## src/rtl/snake_pkg.sv

```systemverilog
// Shared types and constants for the snake game controller.
package snake_pkg;

  localparam int unsigned XW      = 7;
  localparam int unsigned YW      = 6;
  localparam int unsigned MAX_LEN = 15;
  localparam int unsigned LEN_W   = 4;

  typedef enum logic [1:0] {
    ST_IDLE  = 2'd0,
    ST_RUN   = 2'd1,
    ST_PAUSE = 2'd2,
    ST_OVER  = 2'd3
  } state_e;

  // One-hot {stop,up,left,down,right}; the low four bits line up with key.
  localparam logic [4:0] DIR_STOP  = 5'b10000;
  localparam logic [4:0] DIR_UP    = 5'b01000;
  localparam logic [4:0] DIR_LEFT  = 5'b00100;
  localparam logic [4:0] DIR_DOWN  = 5'b00010;
  localparam logic [4:0] DIR_RIGHT = 5'b00001;

  function automatic logic [4:0] dir_reverse(input logic [4:0] d);
    return {d[4], d[1], d[0], d[3], d[2]};
  endfunction

endpackage

```

## src/rtl/snake_tick.sv

```systemverilog
// Step-period tick counter: counts while enabled, wrap_o marks the last cycle.
module snake_tick #(
  parameter int unsigned STEP_PERIOD = 15165696
) (
  input  logic clk,
  input  logic reset_n,
  input  logic en_i,
  input  logic clr_i,
  output logic wrap_o
);

  localparam int unsigned CW = (STEP_PERIOD > 1) ? $clog2(STEP_PERIOD) : 1;
  localparam logic [CW-1:0] LAST = CW'(STEP_PERIOD - 1);

  logic [CW-1:0] cnt_q, cnt_d;

  assign wrap_o = en_i && (cnt_q == LAST);

  always_comb begin
    cnt_d = cnt_q;
    if (clr_i || wrap_o) begin
      cnt_d = '0;
    end else if (en_i) begin
      cnt_d = cnt_q + 1'b1;
    end
  end

  always_ff @(posedge clk or negedge reset_n) begin
    if (!reset_n) begin
      cnt_q <= '0;
    end else begin
      cnt_q <= cnt_d;
    end
  end

endmodule

```

## src/rtl/snake_ctrl.sv

```systemverilog
// Snake game controller: run/pause FSM, direction arbitration, collision and scoring.
// Define SNAKE_SELF_HIT_EN to make the head hitting its own tail end the game.
module snake_ctrl
  import snake_pkg::*;
#(
  parameter int unsigned STEP_PERIOD = 15165696,
  parameter int unsigned GRID_W      = 64,
  parameter int unsigned GRID_H      = 48,
  parameter int unsigned INIT_LEN    = 3
) (
  input  logic                    clk,
  input  logic                    reset_n,
  input  logic                    start,
  input  logic                    pause,
  input  logic [3:0]              key,
  input  logic [XW-1:0]           head_x,
  input  logic [YW-1:0]           head_y,
  input  logic [MAX_LEN*XW-1:0]   tail_x,
  input  logic [MAX_LEN*YW-1:0]   tail_y,
  input  logic [XW-1:0]           food_x,
  input  logic [YW-1:0]           food_y,
  output logic                    step,
  output logic [4:0]              dir,
  output logic                    move_clr,
  output logic                    food_eaten,
  output logic [LEN_W-1:0]        length,
  output logic [7:0]              score,
  output logic [1:0]              state,
  output logic                    game_over
);

  localparam logic [XW-1:0] X_LAST = XW'(GRID_W - 1);
  localparam logic [YW-1:0] Y_LAST = YW'(GRID_H - 1);

  state_e           state_q, state_d;
  logic [4:0]       dir_q, dir_d, pend_q, pend_d;
  logic [LEN_W-1:0] len_q, len_d;
  logic [7:0]       score_q, score_d;
  logic             clr_q, clr_d;
  logic             tick, start_ok, key_ok;
  logic [XW-1:0]    nx;
  logic [YW-1:0]    ny;
  logic             wall_hit, self_hit;

  assign start_ok = start && (state_q == ST_IDLE || state_q == ST_OVER);
  assign key_ok   = $onehot(key) && ({1'b0, key} != dir_reverse(dir_q));

  snake_tick #(.STEP_PERIOD(STEP_PERIOD)) u_tick (
    .clk     (clk),
    .reset_n (reset_n),
    .en_i    (state_q == ST_RUN),
    .clr_i   (start_ok),
    .wrap_o  (tick)
  );

  always_comb begin
    nx       = head_x;
    ny       = head_y;
    wall_hit = 1'b0;
    case (pend_q)
      DIR_RIGHT: begin nx = head_x + 1'b1; wall_hit = (head_x == X_LAST); end
      DIR_LEFT:  begin nx = head_x - 1'b1; wall_hit = (head_x == '0);     end
      DIR_DOWN:  begin ny = head_y + 1'b1; wall_hit = (head_y == Y_LAST); end
      DIR_UP:    begin ny = head_y - 1'b1; wall_hit = (head_y == '0);     end
      default: ;
    endcase
  end

`ifdef SNAKE_SELF_HIT_EN
  always_comb begin
    self_hit = 1'b0;
    for (int unsigned i = 0; i < MAX_LEN; i++) begin
      if (i < 32'(len_q) && nx == tail_x[i*XW +: XW] && ny == tail_y[i*YW +: YW]) begin
        self_hit = 1'b1;
      end
    end
  end
`else
  logic unused_tail;
  assign unused_tail = ^{tail_x, tail_y};
  assign self_hit    = 1'b0;
`endif

  // step/dir/food_eaten are decided in the tick cycle itself so the datapath
  // sees the committed direction together with the strobe.
  always_comb begin
    state_d    = state_q;
    dir_d      = dir_q;
    pend_d     = pend_q;
    len_d      = len_q;
    score_d    = score_q;
    clr_d      = 1'b0;
    step       = 1'b0;
    food_eaten = 1'b0;
    dir        = DIR_STOP;
    case (state_q)
      ST_IDLE, ST_OVER: begin
        if (start_ok) begin
          state_d = ST_RUN;
          dir_d   = DIR_RIGHT;
          pend_d  = DIR_RIGHT;
          len_d   = LEN_W'(INIT_LEN);
          score_d = '0;
          clr_d   = 1'b1;
        end
      end
      ST_RUN: begin
        dir = dir_q;
        if (key_ok) pend_d = {1'b0, key};
        if (pause)  state_d = ST_PAUSE;
        if (tick) begin
          dir_d = pend_q;
          if (wall_hit || self_hit) begin
            state_d = ST_OVER;
            dir     = DIR_STOP;
          end else begin
            step = 1'b1;
            dir  = pend_q;
            if (nx == food_x && ny == food_y) begin
              food_eaten = 1'b1;
              if (score_q != '1) score_d = score_q + 1'b1;
              if (len_q != LEN_W'(MAX_LEN)) len_d = len_q + 1'b1;
            end
          end
        end
      end
      ST_PAUSE: begin
        if (key_ok) pend_d = {1'b0, key};
        if (pause)  state_d = ST_RUN;
      end
      default: state_d = ST_IDLE;
    endcase
  end

  always_ff @(posedge clk or negedge reset_n) begin
    if (!reset_n) begin
      state_q <= ST_IDLE;
      dir_q   <= DIR_RIGHT;
      pend_q  <= DIR_RIGHT;
      len_q   <= '0;
      score_q <= '0;
      clr_q   <= 1'b0;
    end else begin
      state_q <= state_d;
      dir_q   <= dir_d;
      pend_q  <= pend_d;
      len_q   <= len_d;
      score_q <= score_d;
      clr_q   <= clr_d;
    end
  end

  assign move_clr  = clr_q;
  assign length    = len_q;
  assign score     = score_q;
  assign state     = state_q;
  assign game_over = (state_q == ST_OVER);

endmodule
```

## config.mk

```make
export PLATFORM = sky130hd
export DESIGN_NAME = snake_ctrl
export DESIGN_NICKNAME = d
export VERILOG_FILES = /design/src/rtl/snake_pkg.sv /design/src/rtl/snake_tick.sv /design/src/rtl/snake_ctrl.sv
export SDC_FILE = /design/constraint.sdc
export NUM_CORES = 1
export LEC_CHECK = 0
export ABC_AREA = 0
export BUFFER_PORTS_ARGS = -buffer_cell sky130_fd_sc_hd__buf_2
export CORE_AREA = 2 2 98 100
export CTS_CLUSTER_DIAMETER = 40
export DETAILED_ROUTE_END_ITERATION = 10
export DIE_AREA = 0 0 100 102
export PLACE_DENSITY_LB_ADDON = 0.3
export SETUP_SLACK_MARGIN = 0.2
export SYNTH_ARGS = -nofsm -noshare
export SYNTH_HDL_FRONTEND = slang
export SYNTH_SLANG_ARGS = --single-unit
```

## constraint.sdc

```tcl
create_clock -name clk -period 4 [get_ports clk]
set_input_delay 0.4 -clock clk [delete_from_list [all_inputs] [get_ports clk]]
set_output_delay 0.4 -clock clk [all_outputs]
set_load 0.1 [all_outputs]
```

# Word-level counts from Yosys, hierarchy flattened
# Index checks and enable logic that the tools add are counted.
word_totals:
  ff_bits: 49
  word_cells: 99
  output_inout_bits: 23
  in_bits: 229
op_classes:
  add_sub_neg: 10
  n_mux: 40
  n_eq_ne: 24
  n_reduce_logical: 18
op_table:
  columns: ["cell", "n"]
  rows:
  - ["2-to-1 mux 24 bit", 2]
  - ["2-to-1 mux 8 bit", 5]
  - ["2-to-1 mux 5 bit", 6]
  - ["adder 24 x 1 -> 24 bit, second input constant", 1]
  - ["== test 24 bit, second input constant", 1]
  - ["2-to-1 mux 4 bit", 5]
  - ["one-hot mux 5 bit (2 select lines)", 2]
  - ["one-hot mux 8 bit (2 select lines)", 1]
  - ["one-hot mux 7 bit (2 select lines)", 1]
  - ["!= test 2 bit, second input constant", 6]
  - ["one-hot mux 6 bit (2 select lines)", 1]
  - ["AND reduction 6 bit", 2]
  - ["2-to-1 mux 2 bit", 5]
  - ["2-to-1 mux 1 bit", 9]
  - ["adder 8 x 1 -> 8 bit, second input constant", 1]
  - ["!= test 8 bit, second input constant", 1]
  - ["one-hot mux 4 bit (2 select lines)", 1]
  - ["adder 7 x 1 -> 7 bit, second input constant", 1]
  - ["== test 7 x 6 -> 1 bit, second input constant", 1]
  - ["== test 7 bit", 1]
  - ["zero test 7 bit", 1]
  - ["subtractor 7 x 1 -> 7 bit, second input constant", 1]
  - ["adder 6 x 1 -> 6 bit, second input constant", 1]
  - ["== test 6 bit", 1]
  - ["other kinds (25)", 35]

# Depth between registers and ports, before layout
# Gate-level depths: netlist of the first run.
depth:
  depth_word: 8
  mapped_depth: 12
  mapped_depth_nobuf: 10

# By module
# A second synthesis of the first run with hierarchy kept.
hier_totals:
  cells_unflattened: 431
  area_unflattened_um2: 3682.3
by_module_without_submodules:
  columns: ["module", "instances", "seq_area_each_um2", "area_per_inst_um2", "cells_per_inst"]
  rows:
  - ["snake_ctrl", 1, 578.1, 2358.5, 291]
  - ["snake_tick", 1, 600.6, 1323.8, 140]

# Worst setup path before layout of the first run
# OpenSTA, ideal clock, no wires.
synth_timing:
  path_kind: "reg2out"
  startpoint: "register state_q[0], in the netlist state[0]"
  endpoint: "output port dir[1]"
  n_path_buf: 0
  required_time_ns: 3.600
  stages_incl_launch_ff: 8
  setup_slack_ns: -1.573
  arrival_time_ns: 5.173
  path_cell_list: "dfrtp_1 ha_1 nand4_1 nor2_1 nand3_1 nor3_1 nand2_1 nand2_1"
synth_between:
  elab_chain_len: 4
synth_rtl:
  columns: ["item", "line", "source"]
  rows:
  - ["from (decl)", "snake_ctrl.sv:35", "state_e state_q, state_d;"]
  - ["from (signal assigned)", "snake_ctrl.sv:144", "state_q <= state_d;"]
  - ["== test 2 x 1 -> 1 bit (*)", "snake_ctrl.sv:51, snake_ctrl.sv:96", null]
  - ["logical AND 1 bit", "snake_tick.sv:17", "assign wrap_o = en_i && (cnt_q == LAST);"]
  - ["2-to-1 mux 5 bit", "snake_ctrl.sv:111", "if (tick) begin"]
  - ["2-to-1 mux 5 bit (*)", "snake_ctrl.sv:96", "case (state_q)"]
  - ["to (decl)", "snake_ctrl.sv:23", "output logic [4:0] dir,"]
# Every way passes the cells marked *; elsewhere a longest branch is shown, timed or not.

# Final worst setup path of the first run
layout_timing:
  startpoint: "register pend_q[1]"
  endpoint: "output port food_eaten"
layout_between:
  elab_chain_len: 8
  word_cells_on_any_way: 14
  cone_classes: "eq/ne: 6; mux: 7; reduce/logical: 1"
layout_rtl:
  columns: ["item", "line", "source"]
  rows:
  - ["from (decl)", "snake_ctrl.sv:36", "logic [4:0] dir_q, dir_d, pend_q, pend_d;"]
  - ["from (signal assigned)", "snake_ctrl.sv:146", "pend_q <= pend_d;"]
  - ["== test 5 x 3 -> 1 bit (tied with other cells)", "snake_ctrl.sv:60", "case (pend_q)"]
  - ["one-hot mux 7 bit (2 select lines) or one-hot mux 6 bit (2 select lines) (tied branches)", "snake_ctrl.sv:60", null]
  - ["== test 7 bit or == test 6 bit (tied branches)", "snake_ctrl.sv:119", "if (nx == food_x && ny == food_y) begin"]
  - ["logical AND 1 bit", "snake_ctrl.sv:119", null]
  - ["2-to-1 mux 1 bit", "snake_ctrl.sv:119", null]
  - ["2-to-1 mux 1 bit (*)", "snake_ctrl.sv:113", "if (wall_hit || self_hit) begin"]
  - ["2-to-1 mux 1 bit (*)", "snake_ctrl.sv:111", null]
  - ["2-to-1 mux 1 bit (*)", "snake_ctrl.sv:96", null]
  - ["to (decl)", "snake_ctrl.sv:25", "output logic food_eaten,"]
# Marked as above.

==> flow_metrics.py, run 1 <==
metrics = {
    "routing": {
        "drcViolationCount": 0,
        "dr.pass1.iters": 4,
        "drtAntennaViolNets": 0,
        "routedWlPerCell_um": 14.8,
        "vias": 3314,
        "drt-initial-drc-count": 226,
        "viasPerCell": 5.61,
        "wirelength_mm": 8.74,
    },
    "timing": {
        "layout_min_cycle_time_ns": 3.82,
        "fin_hold_ws_ns": 0.195,
        "final_max_slew_viol_count": 0,
        "finalHoldViolCount": 0,
        "setup_violations": 0,
        "grt_setup_unrepaired": "yes",
        "finalWorstSetupSlack_ns": 0.178,
        "slew_headroom_pct": 46.0,
        "fin_worst_skew_ns": 0.00860,
        "worstMarginPinSlew_ns": 0.808,
        "fmax_mhz": 262,
        "period_share_pct": 95.5,
        "tns_ns": 0,
    },
    "logic_synthesis": {
        "netlist.area_leader.share_pct": 32.1,
        "synth_top_area_cell": "dfrtp_1",
        "dominantRegCellSynth": "dfrtp_1",
        "syn_avg_cell_area_sq_um": 8.29,
        "yosys_warnings": 0,
        "synth-seq-cells": 47,
        "synthTopCellsByArea": "dfrtp_1 32%, xnor2_1 6.7%, xor2_1 5.2%",
        "synth-seq-area-share_pct": 33.6,
        "synth_fp_nets": 663,
        "syn-instance-count": 423,
        "synth-edff-count": 0,
        "synth_cell_types": 59,
        "synthArstFlopShare_pct": 100,
        "synth_area_sq_um": 3510,
    },
    "final_layout": {
        "mostFrequentLayoutCells": "51 x buf_2, 43 x nor2_1, 43 x dfrtp_1",
        "diodes": 0,
        "multi_input_area_sq_um": 2270,
        "final_area_sq_um": 4210,
        "drive_gt1_share_pct": 21.7,
        "num-nets-final": 719,
        "final_common_cell": "buf_2",
        "fillCellCount": 883,
        "syn2layout_area_growth_pct": 20.0,
        "seqCellArea_sq_um": 1180,
    },
    "pwr": {
        "power.share.clock_pct": 12.6,
        "intPower_mw": 1.14,
        "power.share.sequential_pct": 27.1,
        "ir_drop_mv": 0.637,
        "swShare_pct": 55.0,
        "power_mw": 2.52,
        "power_switching_mw": 1.39,
        "p_per_area_nw_per_um2": 600,
        "pwr-share-comb_pct": 60.3,
        "p_leak_nw": 1.83,
    },
    "global_routing": {
        "grt_pass1_wl_mm": 14.9,
        "grt_use_total_pct": 17.9,
        "grt_max_degree": 48,
        "antenna_found_initial": 0,
        "grt_overflow": 0,
        "grt_pass1_vias": 3198,
    },
    "place": {
        "post-place-ws_ns": 0.357,
        "placedInstanceArea_sq_um": 4060,
        "numPortBuffers": 56,
        "gp_congestion": 0.834,
        "dp_hpwl_mm": 6.44,
    },
    "worst_setup_path": {
        "start_kind": "flop",
        "cp.arrival_ns": 3.42,
        "required_ns": 3.60,
        "crit_fanout": 6,
        "cp-end-kind": "output pin",
        "crit_type": "flop to output pin",
    },
    "worst_hold_path": {
        "hp-class": "primary input to async pin",
    },
    "floorplan": {
        "fp.dieW_um": 100,
        "chipHeight_um": 102,
        "core_area_sq_um": 9110,
        "start_util_pct": 38.5,
        "ios": 252,
        "rows": 35,
        "die-area_sq_um": 10200,
    },
    "cts": {
        "htreeDepth": 2,
        "cts_tree": "done",
        "cts.sinks": 47,
        "path_clk_slew_ns": 0.09,
        "clockBufferDepth": 2,
        "cts_buffers": 5,
        "ctsHoldBuffers": 0,
        "clk-insertion-delay-late_ns": 0.30,
        "clockRootBuffer": "clkbuf_8",
    },
    "status": {
        "status": "finished clean",
    },
    "job": {
        "drv_cap": 0,
    },
}
[kinds of logic (layout without fill, tap and decap cells)]
group	Yosys count	count (layout)	share of synthesized area, %
buf+inv	38	95	4.21
compound gates	66	66	13.0
mux	5	5	1.46
flops	47	47	33.6
simple gates	208	208	31.6
fa+ha+maj	11	11	4.14
xor+xnor	48	48	12.0
[Yosys cell counts (4+ instances only)]
library cell and number:
o21ai_0 15, dfrtp_1 45, nand4b_1 4, nand3_1 34, nor4b_1 6, nor3_1 21
xor2_1 21, o211ai_1 4, nand4_1 14, xnor2_1 27, a21oi_1 12, inv_1 18
ha_1 10, or3_1 5, clkbuf_1 17, mux2i_1 4, and4_1 5, nor2_1 43
nand2_1 40, nor4_1 4, and3_1 13
[routing by layer]
metal / wire length [um] / global-route usage, % / vias to the layer above
li1: - / - / 1642
met1: 4130 / 24.5 / 1597
met2: 4190 / 30.1 / 69
met3: 344 / 2.53 / 6
met4: 70 / 4.43 / 0
met5: 0 / 0 / -
[registers in the layout, indices dropped and copies added (netlist names)]
signal,cells
u_tick.cnt_q,24
score,8
dir_q,4
length,4
state,2
move_clr,1
pend_q,4
[metrics by stage]
step | std cells | utilization, %
6_report | 591 | 46.2
5_1_grt | 591 | 46.2
4_1_cts | 591 | 46.1
3_5_place_dp | 580 | 44.6
3_3_place_gp | 580 | 44.6
2_1_floorplan | 423 | -
[final cells by class]
cell class	count	share of cell area, %
Multi-Input combinational cell	338	53.9
Sequential cell	47	28.1
Clock buffer	8	2.38
Inverter	18	1.61
Timing Repair Buffer	69	10.8
Tap cell	111	3.30
[critical path: stages (launching register included)]
cell and delay [ns]:
dfrtp_1 0.40, or4b_4 0.57, xnor2_1 0.16, ha_2 0.22, or4_1 0.39, mux2i_1 0.21
mux2_4 0.20, o2111ai_4 0.13, or4_4 0.47, nor3_4 0.17, buf_12 0.20
[path summary, 6_finish.rpt]
kind	cells after the start	slack, ns	start	end
max	10	0.18	pend_q[1]	food_eaten
min	2	0.19	reset_n	u_tick.cnt_q[10]
max reg2reg	11	0.56	pend_q[1]	score[1]
min reg2reg	2	0.51	dir_q[0]	dir_q[0]
max in group asynchronous	2	3.37	reset_n	state[0]
min in group clk	3	0.39	key[2]	pend_q[2]
[repair_timing]
| action | CTS | global route |
|---|---|---|
| pin swaps | 3 | 1 |
| gates resized for setup | 4 | 1 |
| buffers inserted | 3 | 0 |
| endpoints found under the setup margin | 1 | 1 |
[power groups by stage]
stage | Combinational, mW | Sequential [mW] | Clock [mW]
global placement | 1.49 | 0.690 | 0
finish | 1.52 | 0.683 | 0.318
CTS | 1.53 | 0.683 | 0.327
floorplan | 0.806 | 1.07 | 0
global route | 1.65 | 0.701 | 0.348
detailed placement | 1.51 | 0.694 | 0
Power figures use the tool's default switching activity.
==> inputs of run 2 (changes only) <==
--- a/config.mk
+++ b/config.mk
@@ -7,10 +7,11 @@
 export LEC_CHECK = 0
 export ABC_AREA = 0
 export BUFFER_PORTS_ARGS = -buffer_cell sky130_fd_sc_hd__buf_2
-export CORE_AREA = 2 2 98 100
+export CELL_PAD_IN_SITES_DETAIL_PLACEMENT = 0
+export CELL_PAD_IN_SITES_GLOBAL_PLACEMENT = 2
+export CORE_UTILIZATION = 21
 export CTS_CLUSTER_DIAMETER = 40
 export DETAILED_ROUTE_END_ITERATION = 10
-export DIE_AREA = 0 0 100 102
 export PLACE_DENSITY_LB_ADDON = 0.3
 export SETUP_SLACK_MARGIN = 0.2
 export SYNTH_ARGS = -nofsm -noshare
==> run 2 against run 1 <==
Compared with the run above: final area rose by 5.9%; first-iteration DRC count fell by 39%; combinational power rose by 5%; sequential share of layout area fell by 1.5 points; via count rose by 1.1%; non-clock buffer count rose by 4; critical path depth rose by 1; power rose by 7.5%; clock-buffer cell count fell by 1; critical path type unchanged; critical endpoint unchanged; highest routed layer unchanged.
==> flow_metrics.py, run 2 (same netlist as run 1, synthesis figures left out) <==
metrics = {
    "final_layout": {
        "fillCellCount": 1770,
        "drive_gt1_share_pct": 22.7,
        "final_area_sq_um": 4460,
        "syn2layout_area_growth_pct": 27.0,
        "multi_input_area_sq_um": 2280,
        "num-nets-final": 723,
        "largest_reg_flops": 24,
        "regMostFlops": "u_tick.cnt_q",
        "diodes": 0,
        "mostFrequentLayoutCells": "49 x buf_2, 43 x nor2_1, 42 x dfrtp_1",
        "fin_cells": 700,
        "seqCellArea_sq_um": 1180,
        "final_common_cell": "buf_2",
    },
    "worst_setup_path": {
        "start_kind": "flop",
        "crit_fanout": 11,
        "crit_type": "flop to output pin",
        "r2r-end": "score[1]",
        "r2r_cells": 12,
        "cp.arrival_ns": 3.40,
        "rr_startpoint": "pend_q[0]",
        "ff2ff_setup_slack_ns": 0.62,
        "cp-end-kind": "output pin",
        "required_ns": 3.60,
    },
    "routing": {
        "dr.pass1.iters": 4,
        "drtAntennaViolNets": 0,
        "dr_wl_met2_mm": 4.94,
        "drcViolationCount": 0,
        "top_layer": "met4",
        "wl_met1_mm": 5.10,
        "met3_wirelength_um": 406,
        "viasPerCell": 4.79,
        "wirelength_mm": 10.6,
        "drt-initial-drc-count": 138,
        "vias": 3350,
        "routedWlPerCell_um": 15.1,
    },
    "cts": {
        "htreeDepth": 2,
        "path_clk_slew_ns": 0.07,
        "clk-insertion-delay-late_ns": 0.30,
        "cts.sinks": 47,
        "cts_buffers": 5,
        "clockBufferDepth": 2,
        "ctsHoldBuffers": 0,
        "clockRootBuffer": "clkbuf_16",
        "cts_tree": "done",
    },
    "pwr": {
        "power_mw": 2.71,
        "p_leak_nw": 1.88,
        "ir_drop_mv": 0.551,
        "p_per_area_nw_per_um2": 609,
    },
    "place": {
        "numPortBuffers": 56,
        "dp_hpwl_mm": 7.76,
        "dpl.cell_count": 686,
        "gp_congestion": 0.839,
        "placedInstanceArea_sq_um": 4230,
    },
    "global_routing": {
        "grt_max_degree": 32,
        "antenna_found_initial": 0,
        "grt_overflow": 0,
        "grt_pass1_vias": 3422,
        "grt_use_total_pct": 12.8,
        "grt_pass1_wl_mm": 17.7,
    },
    "status": {
        "status": "finished clean",
    },
    "timing": {
        "layout_min_cycle_time_ns": 3.80,
        "grt_setup_unrepaired": "yes",
        "setup_violations": 0,
        "fmax_mhz": 263,
        "finalHoldViolCount": 0,
        "final_max_slew_viol_count": 0,
        "slew_headroom_pct": 44.7,
        "period_share_pct": 94.9,
        "tns_ns": 0,
        "worstMarginPinSlew_ns": 0.827,
        "fin_worst_skew_ns": 0.00713,
    },
    "floorplan": {
        "start_util_pct": 21.8,
        "fp.dieW_um": 131,
        "ios": 252,
        "chipHeight_um": 131,
        "core_area_sq_um": 16100,
        "rows": 46,
        "die-area_sq_um": 17200,
    },
    "worst_hold_path": {
        "hp-class": "primary input to async pin",
    },
    "job": {
        "drv_cap": 0,
    },
}
-- run 2: per-stage QoR --
| stage | worst slack, ns | hold WS [ns] | utilization (%) |
|---|---|---|---|
| after floorplan | 0.0516 | 0.104 | - |
| after global placement | 0.275 | 0.360 | 26.2 |
| after detailed placement | 0.284 | 0.379 | 26.2 |
| after CTS | 0.112 | 0.0453 | 27.6 |
| after global routing | 0.0658 | 0.0603 | 27.6 |
| final | 0.204 | 0.0293 | 27.6 |
-- run 2: critical path: stages (launching register included) --
cell	delay, ns
dfstp_2	0.37
buf_4	0.17
or4b_4	0.51
xnor2_1	0.15
ha_2	0.21
nor4b_2	0.26
o21ai_2	0.10
xnor2_1	0.15
nand4b_1	0.21
or4_4	0.57
nor3_4	0.20
buf_12	0.21
-- run 2: final cells by class --
type / count / share of cell area (%)
clock buffers: 7 / 2.98
clock inverters: 1 / 0.112
inverters: 18 / 1.52
multi-input cells: 338 / 51.3
flip-flops and latches: 47 / 26.5
well taps: 216 / 6.07
repair buffers: 73 / 11.5
-- run 2: worst max-delay path by stage --
stage	startpoint	endpoint	slack, ns
floorplan	pend_q[1]	food_eaten	0.05
global placement	pend_q[2]	food_eaten	0.28
detailed placement	pend_q[2]	food_eaten	0.28
CTS	pend_q[1]	food_eaten	0.11
global route	pend_q[1]	food_eaten	0.07
finish	pend_q[0]	food_eaten	0.20
-- run 2: power by group --
part           internal (mW)  leakage, nW  switching (mW)  total (mW)
Sequential             0.581        0.607           0.107       0.688
Clock                  0.232       0.0679           0.191       0.423
Combinational          0.429         1.20            1.17        1.60
Total                   1.24         1.88            1.47        2.71
-- run 2: routing by layer --
metal	up-vias	global-route usage, %
met1	1633	16.5
met3	11	3.09
li1	1642	-
met5	-	0
met2	64	21.2
met4	0	3.40
-- run 2: repair_timing --
action | CTS | global route
gates resized for setup | 8 | 2
pin swaps | 9 | 2
endpoints found under the setup margin | 1 | 1
setup buffers | 6 | 0
==> inputs of run 3 (changes only) <==
--- a/config.mk
+++ b/config.mk
@@ -5,11 +5,11 @@
 export SDC_FILE = /design/constraint.sdc
 export NUM_CORES = 1
 export LEC_CHECK = 0
-export ABC_AREA = 0
+export ABC_AREA = 1
 export BUFFER_PORTS_ARGS = -buffer_cell sky130_fd_sc_hd__buf_2
 export CELL_PAD_IN_SITES_DETAIL_PLACEMENT = 0
 export CELL_PAD_IN_SITES_GLOBAL_PLACEMENT = 2
-export CORE_UTILIZATION = 21
+export CORE_UTILIZATION = 20
 export CTS_CLUSTER_DIAMETER = 40
 export DETAILED_ROUTE_END_ITERATION = 10
 export PLACE_DENSITY_LB_ADDON = 0.3
==> run 3 against run 2 <==
Compared with the run above: clock skew grew 0.0018 ns; utilization shrank 2.9 points; first-iteration DRC count grew 41%; clock-buffer cell count shrank 1; die area grew 16%; non-clock buffer count shrank 13; register-to-register slack gained 0.21 ns; sequential share of layout area shrank 1.3 points; worst hold slack gained 0.17 ns; final area grew 4.9%; cell count grew 32%; critical path type unchanged; critical endpoint is now dir[0]; largest power group unchanged.
==> flow_metrics.py, run 3 <==
metrics = {
    "status": {
        "status": "finished clean",
    },
    "cts": {
        "htreeDepth": 2,
        "cts_tree": "done",
        "cts_buffers": 5,
        "post_cts_buffers": 0,
        "clockRootBuffer": "clkbuf_16",
        "clockBufferDepth": 2,
        "path_clk_slew_ns": 0.07,
        "cts_resized": 0,
        "cts.sinks": 47,
        "clk-insertion-delay-late_ns": 0.30,
        "ctsHoldBuffers": 0,
    },
    "timing": {
        "period_share_pct": 86.4,
        "fin_hold_ws_ns": 0.202,
        "layout_min_cycle_time_ns": 3.46,
        "fmax_mhz": 289,
        "final_max_slew_viol_count": 0,
        "setup_violations": 0,
        "slew_headroom_pct": 45.9,
        "grt_setup_unrepaired": "no",
        "worstMarginPinSlew_ns": 0.808,
        "fin_worst_skew_ns": 0.00893,
        "tns_ns": 0,
        "finalHoldViolCount": 0,
    },
    "worst_setup_path": {
        "crit_buf_inv": 3,
        "cp_cell_sequence": "inv_1, ha_1, nand2_1, nor3_1, nand2_1, nor2_1, nand4_1, inv_1, nand2_1, a21oi_4, buf_2",
        "start_kind": "flop",
        "cp.arrival_ns": 3.06,
        "slowest_delay_ns": 0.44,
        "slowest_stage": "buf_2",
        "crit_fanout": 5,
        "required_ns": 3.60,
        "rr_startpoint": "pend_q[1]",
        "crit_top_cell": "nand2_1",
        "r2r_cells": 19,
        "cp_top_family": "simple AND/OR/NAND/NOR gates",
        "cp.depth": 11,
        "cp-end-kind": "output pin",
        "ff2ff_setup_slack_ns": 0.83,
        "r2r-end": "score[6]",
        "crit_type": "flop to output pin",
    },
    "logic_synthesis": {
        "syn-instance-count": 603,
        "synth-edff-count": 0,
        "synth_cell_types": 41,
        "ys_top_cells_by_count": "174 x nand2_1, 82 x inv_1, 75 x nand3_1, 46 x nor2_1, 45 x dfrtp_1",
        "synthArstFlopShare_pct": 100,
        "syn_avg_cell_area_sq_um": 6.44,
        "synth-seq-cells": 47,
        "netlist.area_leader.share_pct": 29.0,
        "yosys_warnings": 0,
        "dominantRegCellSynth": "dfrtp_1",
        "synth-seq-area-share_pct": 30.3,
        "synthTopCellsByArea": "dfrtp_1 29%, nand2_1 17%, nand3_1 9.7%",
        "yosysMostFrequentCell": "nand2_1",
        "synth_area_sq_um": 3880,
        "synth_top_area_cell": "dfrtp_1",
        "synth_fp_nets": 843,
    },
    "final_layout": {
        "mostFrequentLayoutCells": "174 x nand2_1, 82 x inv_1, 75 x nand3_1",
        "seqCellArea_sq_um": 1180,
        "fillCellCount": 2213,
        "syn2layout_area_growth_pct": 20.3,
        "diodes": 0,
        "final_common_cell": "nand2_1",
        "num-nets-final": 902,
        "drive_gt1_share_pct": 15.5,
        "multi_input_area_sq_um": 2350,
        "final_area_sq_um": 4670,
        "regMostFlops": "u_tick.cnt_q",
        "largest_reg_flops": 24,
    },
    "global_routing": {
        "grt_pass1_wl_mm": 20.4,
        "grt_use_total_pct": 12.9,
        "antenna_found_initial": 0,
        "grt_pass1_vias": 4014,
        "grt_overflow": 0,
        "grt_max_degree": 48,
    },
    "floorplan": {
        "start_util_pct": 20.6,
        "ios": 252,
        "fp.dieW_um": 141,
        "rows": 50,
        "die-area_sq_um": 20000,
        "core_area_sq_um": 18900,
        "chipHeight_um": 141,
    },
    "job": {
        "drv_cap": 0,
    },
    "pwr": {
        "ir_drop_mv": 0.185,
        "p_per_area_nw_per_um2": 617,
        "p_leak_nw": 2.32,
    },
    "routing": {
        "drtAntennaViolNets": 0,
        "dr.pass1.iters": 4,
        "viasPerCell": 4.41,
        "vias": 4071,
        "drcViolationCount": 0,
        "wirelength_mm": 12.4,
        "routedWlPerCell_um": 13.4,
        "drt-initial-drc-count": 195,
    },
    "place": {
        "numPortBuffers": 56,
        "placedInstanceArea_sq_um": 4480,
        "gp_congestion": 0.790,
        "dp_hpwl_mm": 9.71,
    },
    "worst_hold_path": {
        "hp-class": "primary input to async pin",
    },
}
## run 3: changes by cell type after synthesis, sizes merged, moves of 5 or more
| cell | previous run | this run |
|---|---|---|
| nand2 | 40 | 187 |
| and3 | 13 | 4 |
| xor2 | 21 | 2 |
| nand3 | 34 | 76 |
| o21ai | 15 | 27 |
| inv | 18 | 87 |
| and4 | 5 | 0 |
| a21oi | 13 | 21 |
| or3 | 5 | 0 |
| nor4b | 6 | 0 |
| nor2 | 43 | 54 |
| xnor2 | 27 | 9 |
| clkbuf | 17 | 5 |
## run 3: where the power goes
part	internal [mW]	switching, mW
Clock	0.312	0.196
Sequential	0.568	0.0994
Combinational	0.413	1.30
Total	1.29	1.59
## run 3: layout make-up
class	count	share of cell area, %
multi-input combinational	461	50.3
sequential	47	25.2
inverter	87	6.99
tap	260	6.96
timing repair buffer	60	6.77
clock buffer	6	2.97
clock inverter	2	0.749
## run 3: cell families after synthesis
family                     Yosys count  synth area share [%]
and+or+nand+nor                    372                  43.2
adders and majority gates           11                  3.74
xor gates and xnor gates            11                  2.48
buffers and inverters               95                  9.76
DFF                                 47                  30.3
AOI/OAI and AO/OA                   67                  10.5
## run 3: layer usage
metal  routed length, um  track usage [%]  vias up
met3                 345             1.48        7
met5                   0                0        -
met4                 114             3.11        0
met2                5500             20.9       63
met1                6410             18.1     1910
li1                    -                -     2091
## run 3: how the worst max path moves through the flow
stage / from / slack (ns) / end
floorplan: state[0] / -0.06 / dir[0]
global placement: pend_q[1] / 0.64 / food_eaten
detailed placement: pend_q[1] / 0.64 / food_eaten
CTS: pend_q[0] / 0.31 / food_eaten
global route: pend_q[1] / 0.21 / food_eaten
finish: state[1] / 0.54 / dir[0]
## run 3: through the flow
stage	instances	setup slack (ns)	power, mW	util, %
after floorplan	603	-0.0588	1.99	-
after global placement	915	0.637	2.39	23.7
after detailed placement	915	0.637	2.41	23.7
after CTS	923	0.309	2.92	24.7
after global routing	923	0.208	3.13	24.7
final	923	0.542	2.88	24.7
